### src/rtl/snes_carrier_pkg.sv
// Shared modes, default ratios and config checks
// for the SNES colour-carrier generator.
package snes_carrier_pkg;

  typedef enum logic {
    MODE_NTSC = 1'b0,
    MODE_PAL  = 1'b1
  } mode_e;

  localparam int NTSC_INC_D = 1;
  localparam int NTSC_MOD_D = 3;
  localparam int PAL_INC_D  = 1;
  localparam int PAL_MOD_D  = 2;
  // 3Chip: 21.28137 MHz * 5/24 = 4.4336 MHz
  localparam int EXTPAL_INC = 5;
  localparam int EXTPAL_MOD = 12;

  function automatic bit acc_cfg_ok(
    int w,
    int inc_n, int mod_n,
    int inc_p, int mod_p
  );
    int m;
    m = (mod_n > mod_p) ? mod_n : mod_p;
    return (inc_n >= 1) && (inc_n < mod_n) &&
           (inc_p >= 1) && (inc_p < mod_p) &&
           ((2 * m - 1) < (1 << w));
  endfunction

endpackage

### src/rtl/snes_carrier_gen_ch.sv
// One carrier channel: mode sync, fractional
// accumulator, boundary-aligned mode switch, lock.
module snes_carrier_ch
  import snes_carrier_pkg::*;
#(
  parameter int ACC_W        = 8,
  parameter int NTSC_INC     = NTSC_INC_D,
  parameter int NTSC_MOD     = NTSC_MOD_D,
  parameter int PAL_INC      = PAL_INC_D,
  parameter int PAL_MOD      = PAL_MOD_D,
  parameter int LOCK_PERIODS = 4
) (
  input  logic MCLK_i,
  input  logic RST_i,
  input  logic EN_i,
  input  logic PALMODE_i,
  output logic CARRIER_o,
  output logic NPALMODE_o,
  output logic VALID_o,
  output logic MODE_CHG_o
);

  localparam int LW = $clog2(LOCK_PERIODS + 1);

  logic             pal_meta;
  logic             pal_s;
  mode_e            mode_q;
  logic [ACC_W-1:0] acc;
  logic [ACC_W-1:0] inc;
  logic [ACC_W-1:0] modv;
  logic [ACC_W-1:0] sum;
  logic [LW-1:0]    lock_q;
  logic [LW-1:0]    lock_nx;
  logic             wrap;
  logic             per_end;
  logic             pending;

  always_comb begin
    inc     = ACC_W'(NTSC_INC);
    modv    = ACC_W'(NTSC_MOD);
    if (mode_q == MODE_PAL) begin
      inc  = ACC_W'(PAL_INC);
      modv = ACC_W'(PAL_MOD);
    end
    sum     = acc + inc;
    wrap    = sum >= modv;
    per_end = wrap & CARRIER_o;
    pending = mode_e'(pal_s) != mode_q;
    lock_nx = (lock_q == LW'(LOCK_PERIODS)) ?
              lock_q : lock_q + LW'(1);
  end

  always_ff @(posedge MCLK_i) begin
    if (RST_i) begin
      pal_meta   <= 1'b0;
      pal_s      <= 1'b0;
      mode_q     <= MODE_NTSC;
      acc        <= '0;
      lock_q     <= '0;
      CARRIER_o  <= 1'b0;
      VALID_o    <= 1'b0;
      MODE_CHG_o <= 1'b0;
    end else begin
      pal_meta   <= PALMODE_i;
      pal_s      <= pal_meta;
      MODE_CHG_o <= 1'b0;
      if (!EN_i) begin
        acc       <= '0;
        lock_q    <= '0;
        CARRIER_o <= 1'b0;
        VALID_o   <= 1'b0;
        if (pending) begin
          mode_q     <= mode_e'(pal_s);
          MODE_CHG_o <= 1'b1;
        end
      end else if (per_end && pending) begin
        // switch only where the carrier falls, so no runt pulse
        acc        <= '0;
        lock_q     <= '0;
        CARRIER_o  <= 1'b0;
        VALID_o    <= 1'b0;
        mode_q     <= mode_e'(pal_s);
        MODE_CHG_o <= 1'b1;
      end else begin
        acc <= wrap ? sum - modv : sum;
        if (wrap) CARRIER_o <= ~CARRIER_o;
        if (per_end) begin
          lock_q  <= lock_nx;
          VALID_o <= lock_nx == LW'(LOCK_PERIODS);
        end
      end
    end
  end

  assign NPALMODE_o = mode_q == MODE_NTSC;

endmodule

### src/rtl/snes_carrier_gen.sv
// Multi-channel colour-carrier generator; one
// independent fractional divider per channel.
module snes_carrier_gen
  import snes_carrier_pkg::*;
#(
  parameter int NCH          = 2,
  parameter int ACC_W        = 8,
  parameter int NTSC_INC     = NTSC_INC_D,
  parameter int NTSC_MOD     = NTSC_MOD_D,
  parameter int PAL_INC      = PAL_INC_D,
  parameter int PAL_MOD      = PAL_MOD_D,
  parameter int LOCK_PERIODS = 4
) (
  input  logic           MCLK_i,
  input  logic           RST_i,
  input  logic [NCH-1:0] EN_i,
  input  logic [NCH-1:0] PALMODE_i,
  output logic [NCH-1:0] CARRIER_o,
  output logic [NCH-1:0] NPALMODE_o,
  output logic [NCH-1:0] VALID_o,
  output logic [NCH-1:0] MODE_CHG_o
);

  if (!acc_cfg_ok(ACC_W, NTSC_INC, NTSC_MOD,
                  PAL_INC, PAL_MOD)) begin : g_bad_cfg
    $error("carrier INC/MOD or ACC_W invalid");
  end

  for (genvar i = 0; i < NCH; i++) begin : g_ch
    snes_carrier_ch #(
      .ACC_W        (ACC_W),
      .NTSC_INC     (NTSC_INC),
      .NTSC_MOD     (NTSC_MOD),
      .PAL_INC      (PAL_INC),
      .PAL_MOD      (PAL_MOD),
      .LOCK_PERIODS (LOCK_PERIODS)
    ) u_ch (
      .MCLK_i     (MCLK_i),
      .RST_i      (RST_i),
      .EN_i       (EN_i[i]),
      .PALMODE_i  (PALMODE_i[i]),
      .CARRIER_o  (CARRIER_o[i]),
      .NPALMODE_o (NPALMODE_o[i]),
      .VALID_o    (VALID_o[i]),
      .MODE_CHG_o (MODE_CHG_o[i])
    );
  end

endmodule

### config.mk
export PLATFORM = sky130hd
export DESIGN_NAME = snes_carrier_gen
export DESIGN_NICKNAME = d
export VERILOG_FILES = /design/src/rtl/snes_carrier_pkg.sv /design/src/rtl/snes_carrier_gen_ch.sv /design/src/rtl/snes_carrier_gen.sv
export SDC_FILE = /design/constraint.sdc
export NUM_CORES = 1
export LEC_CHECK = 0
export ABC_AREA = 1
export CAP_MARGIN = 20
export CORE_AREA = 2 2 82 76
export CTS_CLUSTER_DIAMETER = 50
export DETAILED_ROUTE_END_ITERATION = 16
export DIE_AREA = 0 0 84 78
export GPL_ROUTABILITY_DRIVEN = 0
export PLACE_DENSITY = 0.7
export SLEW_MARGIN = 20
export SYNTH_ARGS = -nofsm -noshare
export SYNTH_HDL_FRONTEND = slang
export SYNTH_SLANG_ARGS = --single-unit
### constraint.sdc
create_clock -name MCLK_i -period 1.63 [get_ports MCLK_i]
set_input_delay 0.163 -clock MCLK_i [delete_from_list [all_inputs] [get_ports MCLK_i]]
set_output_delay 0.163 -clock MCLK_i [all_outputs]
set_load 0.005 [all_outputs]
# ---- Yosys cells after proc, flatten, opt, wreduce, memory -nomap -nowiden
# Index checks and enable logic that the tools add are counted.
dict set report totals {
  ff_bits 34
  input_bits 6
  output_inout_bits 8
  wordCells 66
}
dict set report op_classes {
  addsub 6
  magnitude_cmp 2
  eq_ne 8
  n_mux 18
  bitwise 8
  n_reduce_logical 8
}
# op count
set ops {}
lappend ops {{adder 8 x 1 -> 8 bit, second input constant} 2}
lappend ops {{>= comparator 8 bit} 2}
lappend ops {{two-way mux 8 bit} 2}
lappend ops {{subtractor 8 bit} 2}
lappend ops {{two-way mux 1 bit} 14}
lappend ops {{equality test 3 bit, second input constant} 4}
lappend ops {{adder 3 x 1 -> 3 bit, second input constant} 2}
lappend ops {{two-way mux 3 bit} 2}
lappend ops {{inverter 1 bit} 6}
lappend ops {{OR reduction 3 bit} 2}
lappend ops {{inequality test 2 x 1 -> 1 bit, second input constant} 2}
lappend ops {{AND reduction 2 bit} 2}
lappend ops {{nonzero test 2 bit} 2}
lappend ops {{bitwise AND 1 bit} 2}
lappend ops {{logical AND 1 bit} 2}
lappend ops {{inequality test 1 bit} 2}

# ---- Depth between registers and ports, before layout
# Gate-level depths: netlist (run 1).
dict set report depth {
  ltp_word 6
  ltp_mapped 13
  ltp_nobuf 13
}

# ---- Modules after synthesis
# A second synthesis (run 1) with hierarchy kept.
dict set report hier_totals {
  cells_unflattened 288
  hier_area_um2 2094.5
}
# module instances cells_per_inst area_each_um2 seq_area_each_um2
set modules_own_cells {}
lappend modules_own_cells {snes_carrier_ch 2 144 1047.3 340.3}

# ---- Worst setup path after synthesis (run 1)
# Ideal clock, no wire load.
dict set report synth_timing {
  kind {reg-to-reg}
  from {register g_ch[0].u_ch.acc[0]}
  to {register g_ch[0].u_ch.CARRIER_o}
  setup_time_ns 0.116
  arrival_time_ns 1.689
  t_required_ns 1.514
  slack_ns -0.175
  path_stages_with_launch 10
  path_buffers 1
  period_less_slack_ns 1.805
  path_cell_list {dfxtp_1 > ha_1 > ha_1 > nor2_1 > nand2_1 > nor2_4 > nand3_4 > buf_2 > o21ai_0 > nor2_1}
}
dict set report synth_between {
  elab_chain_cells 5
}
# element line_no
set synth_rtl {}
lappend synth_rtl {{start, declared} snes_carrier_gen_ch.sv:28} ;# logic [ACC_W-1:0] acc;
lappend synth_rtl {{start signal, assigned} snes_carrier_gen_ch.sv:85} ;# acc <= wrap ? sum - modv : sum;
lappend synth_rtl {{adder 8 x 1 -> 8 bit *} snes_carrier_gen_ch.sv:45} ;# sum = acc + inc;
lappend synth_rtl {{>= comparator 8 bit *} snes_carrier_gen_ch.sv:46} ;# wrap = sum >= modv;
lappend synth_rtl {{bitwise AND 1 bit} snes_carrier_gen_ch.sv:47} ;# per_end = wrap & CARRIER_o;
lappend synth_rtl {{logical AND 1 bit} snes_carrier_gen_ch.sv:76} ;# end else if (per_end && pending) begin
lappend synth_rtl {{OR reduction 3 bit (no source line)} -}
lappend synth_rtl {{end signal, assigned} snes_carrier_gen_ch.sv:86} ;# if (wrap) CARRIER_o <= ~CARRIER_o;
lappend synth_rtl {{end, declared} snes_carrier_gen_ch.sv:17} ;# output logic CARRIER_o,
# Every way passes the cells marked *; elsewhere a longest branch is shown, timed or not.
# A chain may end at the register's enable or synchronous reset.

# ---- Final worst setup path (run 1)
dict set report layout_timing {
  from {register g_ch[0].u_ch.acc[0]}
  to {register g_ch[0].u_ch.acc[1]}
}
dict set report layout_between {
  elab_chain_cells 5
  word_cells_on_any_way 7
  classes_between {2 x add/sub; 1 x order compare; 1 x mux; 1 x bitwise; 2 x reduce/logical}
}
# element line_no
set layout_rtl {}
lappend layout_rtl {{adder 8 x 1 -> 8 bit *} snes_carrier_gen_ch.sv:45}
lappend layout_rtl {{>= comparator 8 bit} snes_carrier_gen_ch.sv:46}
lappend layout_rtl {{bitwise AND 1 bit} snes_carrier_gen_ch.sv:47}
lappend layout_rtl {{logical AND 1 bit} snes_carrier_gen_ch.sv:76}
lappend layout_rtl {{OR reduction 3 bit (no source line)} -}
# Marks and branches as above.

==> results of run 1 <==
-- metrics by stage --
stage          instance area [um2]  setup WS (ns)
6_report                      3069        -0.1146
4_1_cts                       2879       -0.06336
2_1_floorplan                 2296       0.006496
3_3_place_gp                  2631        -0.1258
3_5_place_dp                  2631        -0.1470
5_1_grt                       3069        -0.2289
-- placed cells by master (no fill, tap or decap), types with 4 or more instances in the layout --
cell and count:
a21oi_2 11, buf_4 32, clkbuf_8 8, clkdlybuf4s50_1 13, dfxtp_1 25, dfxtp_2 4
dfxtp_4 5, ha_1 4, ha_4 6, inv_1 40, inv_2 5, nand2_1 63
nand2_2 15, nand2_4 7, nand3_1 14, nand3_2 7, nand3_4 5, nand4_1 8
nor2_1 27, nor2_2 13, nor2_4 8, o21ai_1 4, xnor2_1 4, xor2_1 7
-- per-layer routing --
| layer | wire length (um) | up-vias | GRT usage [%] | share of wire, % |
|---|---|---|---|---|
| met5 | 0 | - | 0 | 0 |
| met4 | 58 | 0 | 7.258 | 1.2 |
| met3 | 139 | 6 | 3.936 | 2.8 |
| met2 | 2532 | 28 | 27.28 | 51 |
| met1 | 2216 | 937 | 16.13 | 45 |
| li1 | - | 1072 | - | - |
-- sequential cells by signal (all words and copies together) (netlist names) --
register              cells
g_ch.u_ch.mode_q          2
g_ch.u_ch.CARRIER_o       2
g_ch.u_ch.pal_meta        2
g_ch.u_ch.lock_q          6
g_ch.u_ch.MODE_CHG_o      2
g_ch.u_ch.acc            16
g_ch.u_ch.VALID_o         2
g_ch.u_ch.pal_s           2
-- layout make-up --
| cell class | count | area (um2) |
|---|---|---|
| fill | 489 | 2559 |
| inverter | 46 | 175.2 |
| sequential | 34 | 704.4 |
| timing repair buffer | 50 | 449.2 |
| multi-input combinational | 222 | 1543 |
| tap | 70 | 87.58 |
| clock buffer | 8 | 110.1 |
-- repair_timing --
item | 4_1_cts | 5_1_grt
pin swaps | 16 | 13
gates cloned | 0 | 2
resized for setup | 29 | 36
setup buffers | 5 | 3
endpoints found under the setup margin | 30 | 30
-- kinds of logic after synthesis --
family                     synth area share [%]
buffers and inverters                     12.07
AOI/OAI and AO/OA                         7.615
DFF                                       30.68
xor gates and xnor gates                  4.343
adders and majority gates                 6.768
and+or+nand+nor                           38.52
-- critical path: cells and delay by family, from the launching register on --
kind,cells,cell delay [ns]
and+or+nand+nor,6,0.73
DFF,1,0.42
adders and majority gates,2,0.39
AOI/OAI and AO/OA,1,0.14
-- worst paths after layout --
check | from | end | depth (start not counted)
setup / recovery | g_ch[0].u_ch.acc[0] | g_ch[0].u_ch.acc[1] | 9
hold / removal | PALMODE_i[0] | g_ch[0].u_ch.pal_meta | 3
hold reg to reg | g_ch[1].u_ch.pal_meta | g_ch[1].u_ch.pal_s | 2
setup reg to reg | g_ch[0].u_ch.acc[0] | g_ch[0].u_ch.acc[1] | 9
-- where the power goes --
group / internal (uW) / total [uW] / switching [uW]
Sequential: 1050 / 1290 / 244
Combinational: 2080 / 4410 / 2330
Clock: 427 / 738 / 311
==> results.ini, run 1 <==
[placement]
hpwl_um=3306
io_buffers=13
dp.cells=412

[finish]
final_core_util_pct=54.54
layout.cells.non_filler=430
antenna_cells=0
drive_gt1_share_pct=38.89
area_growth_syn_to_layout_pct=38.35
final_nets=377

[yosys]
synthTopCellsByCount=70 x nand2_1, 46 x inv_1, 36 x nor2_1
async_flop_share_pct=0
synth_warnings=0
syn_area_um2=2218
yosysUniqueCellTypes=28
ys_ff_latch=34
synth.avg_cell_area_um2=7.087
synthCells=313
synth_ff_type=dfxtp_1
ys_seq_area_share_pct=30.68
synth_edf_count=0
netlist_top_cells_area=dfxtp_1 31%, nand2_1 12%, inv_1 7.8%
yosysMostFrequentCell=nand2_1
netlist.area_leader.share_pct=30.68
yosys.area.top_type=dfxtp_1
syn_nets=331

[worst_setup_path]
critPathMaxFanout=7
cpMaxStageDelayCell=dfxtp_4
required_ns=1.85
worstSetupPathType=flip-flop to flip-flop
max_stage_delay_ns=0.42
arrival_ns=1.96
worstPathCellList=ha_4 > ha_4 > nor2_4 > nand2_4 > nor2_4 > nand3_4 > nand3_4 > nand2_8 > a21oi_2
reg2reg_slack_ns=-0.11
critPathLaunchType=flip-flop
end_kind=flip-flop

[cts]
cts_buffers=5
cts-root-buf=clkbuf_8
htree_levels=2
clock_sinks=34
hold_buffers=0
clock_path_buffers=2
clock_latency_ns=0.29
path_clk_slew_ns=0.07
cts_tree=built

[die]
design.die.area_um2=6552
core_area_um2=5628
ioPinCount=14
dieHeight_um=78
start_util_pct=39.42
die_w_um=84
num_rows=26

[drt]
dr.pass1.iters=4
ant_nets=0
via_count=2043
vias_per_cell=4.751
wl_per_cell_um=11.50
drtIter0Drc=106
drcViolationCount=0
wirelength_um=4946

[sta]
report.final.slew_viol_count=0
finalClockSkew_ns=0.004153
final.setup.tns_ns=-1.505
setup_viol=25
slew_headroom_pct=50.90
holdWs_ns=0.3847
post-route-period-util_pct=107.0
max_clock_freq_mhz=573.2
postLayoutSetupSlackWorst_ns=-0.1146
tightest_slew_ns=0.7337
grt_setup_unrepaired=yes
period_minus_slack_ns=1.745
hold_violations=0

[outcome]
outcome=complete, but fails checks
violations=setup timing

[global_route]
gr-total-overflow=0
grt_max_degree=13
grt_pass1_vias=1963
grt.total_usage_pct=15.02
grt_pass1_wl_um=8004
antenna_found_initial=0

[worst_hold_path]
min_path_type=input pin to flip-flop

[pwr]
p_leak_uw=0.001331
vdd_drop_max_uv=976.8
total_power_uw=6444
power.density_nw_per_um2=2100

[flow_run]
max_cap_violations=0

No activity file was read; power rests on OpenSTA's default activity.
==> run 2: changes to the inputs <==
PLACE_DENSITY = 0.6   (was 0.7)
REMOVE_ABC_BUFFERS = 1   (was not set)
==> run 2 against run 1 <==
Net effect: the run still ends with setup timing left; global-route usage grew 0.15 points; sequential cell count is the same; critical endpoint is now g_ch[0].u_ch.MODE_CHG_o; final cell count up 3.7%; highest routed layer unchanged; non-clock buffer count is 15 higher.
==> results.ini, run 2 (synthesis results as in run 1) <==
[outcome]
outcome=complete, but fails checks
violations=setup timing

[global_route]
grt_pass1_wl_um=8217  ; +2.7%
grt_pass1_vias=1939  ; -1.2%
grt.total_usage_pct=15.16  ; +0.15 points
gr-total-overflow=0  ; unchanged
antenna_found_initial=0  ; unchanged
grt_max_degree=13  ; unchanged

[cts]
cts_tree=built
clock_path_buffers=2  ; unchanged
htree_levels=2  ; unchanged
cts_buffers=5  ; unchanged
cts-root-buf=clkbuf_8
clock_latency_ns=0.29  ; about the same
hold_buffers=0  ; unchanged
clock_sinks=34  ; unchanged
path_clk_slew_ns=0.08  ; about the same

[sta]
postLayoutSetupSlackWorst_ns=-0.06853  ; +0.04609 ns
setup_viol=28  ; +12%
period_minus_slack_ns=1.699  ; -0.04609 ns
hold_violations=0  ; unchanged
slew_headroom_pct=55.38  ; +4.5 points
grt_setup_unrepaired=yes
tightest_slew_ns=0.6669  ; -0.06684 ns
finalClockSkew_ns=0.004649  ; +0.0004962 ns
report.final.slew_viol_count=0  ; unchanged
post-route-period-util_pct=104.2  ; -2.8 points
max_clock_freq_mhz=588.7  ; +2.7%

[drt]
vias_per_cell=4.646  ; -2.2%
wl_met3_um=104  ; -25%
drtIter0Drc=60  ; -43%
wirelength_um=4961  ; +0.30%
via_count=2072  ; +1.4%
dr.pass1.iters=4  ; unchanged
met1Wirelength_um=2409  ; +8.7%
wl_met2_um=2371  ; -6.4%
drcViolationCount=0  ; unchanged
topRoutingLayerUsed=met4
wl_per_cell_um=11.12  ; -3.3%
ant_nets=0  ; unchanged

[finish]
final_cell_mix=58 x nand2_1, 43 x buf_4, 39 x inv_1, 32 x nor2_1, 27 x dfxtp_1
area_growth_syn_to_layout_pct=47.66
largest_reg_flops=16  ; unchanged
antenna_cells=0  ; unchanged
reg_top3=g_ch.u_ch.acc (16), g_ch.u_ch.lock_q (6)
drive_gt1_share_pct=42.29  ; +3.4 points
final_nets=393  ; +4.2%
nFillCells=467  ; -4.5%
layout_commonest_cell=nand2_1
final_core_util_pct=58.20  ; +3.7 points
largest-register=g_ch.u_ch.acc

[die]
start_util_pct=39.42  ; unchanged
num_rows=26  ; unchanged
die_w_um=84  ; unchanged
ioPinCount=14  ; unchanged
core_area_um2=5628  ; unchanged
design.die.area_um2=6552  ; unchanged
dieHeight_um=78  ; unchanged

[pwr]
total_power_uw=6993  ; +8.5%
vdd_drop_max_uv=1482  ; +52%
power.density_nw_per_um2=2135  ; +1.7%
p_leak_uw=0.001424  ; +6.9%

[worst_setup_path]
required_ns=1.81  ; -0.04 ns
worstSetupPathType=flip-flop to flip-flop
end_kind=flip-flop
critPathMaxFanout=8  ; +1
arrival_ns=1.88  ; -0.08 ns
critPathLaunchType=flip-flop

[placement]
hpwl_um=3317  ; +0.33%
io_buffers=13  ; unchanged

[flow_run]
max_cap_violations=0  ; unchanged

[worst_hold_path]
min_path_type=input pin to flip-flop

## run 2: path summary, 6_finish.rpt
path	slack, ns	end	cells after the start	from
max	-0.07	g_ch[0].u_ch.MODE_CHG_o	9	g_ch[0].u_ch.acc[0]
min reg2reg	0.40	g_ch[0].u_ch.pal_s	2	g_ch[0].u_ch.pal_meta
max reg2reg	-0.07	g_ch[0].u_ch.MODE_CHG_o	9	g_ch[0].u_ch.acc[0]
min	0.39	g_ch[0].u_ch.pal_meta	3	PALMODE_i[0]
## run 2: area by class of cell
type	count	area (um2)	area share [%]
Clock inverter	3	68.82	2.101
Sequential cell	34	696.9	21.28
Multi-Input combinational cell	223	1630	49.77
Timing Repair Buffer	65	548.0	16.73
Clock buffer	5	68.82	2.101
Inverter	46	175.2	5.348
Tap cell	70	87.58	2.674
## run 2: critical path: stages, from the launching register on
cell and delay [ns]:
dfxtp_4 0.38, ha_4 0.25, buf_4 0.14, nand2_1 0.08, nand3_2 0.10, nor2_4 0.15
nand3_4 0.15, nand2_4 0.13, nand2_4 0.06, and3_1 0.14
## run 2: metal layers
layer | vias up | GRT usage [%]
li1 | 1098 | -
met1 | 932 | 19.26
met2 | 32 | 25.92
met3 | 10 | 2.766
met4 | 0 | 5.000
met5 | - | 0
## run 2: through the flow
step | cell area (um2) | worst slack (ns) | setup TNS [ns] | std cells | hold WS (ns)
after floorplan | 2123 | -0.1978 | -4.592 | 301 | 0.2342
after global placement | 2649 | -0.1901 | -4.508 | 425 | 0.3906
after detailed placement | 2649 | -0.2558 | -6.185 | 425 | 0.3962
after CTS | 3048 | -0.08270 | -0.7856 | 442 | 0.3806
after global routing | 3276 | -0.1691 | -4.087 | 446 | 0.3980
final | 3276 | -0.06853 | -1.163 | 446 | 0.3863
## run 2: where the power goes
group          internal [uW]  total, uW  switching, uW
Sequential              1040       1300            254
Combinational           2260       4750           2490
Clock                    613        944            331
Total                   3920       6990           3070
## run 2: timing repair
item,4_1_cts,5_1_grt
gates cloned,3,0
pin swaps,26,27
resized for setup,49,48
setup buffers,6,4
endpoints found under the setup margin,30,30
hold endpoints to repair,0,0
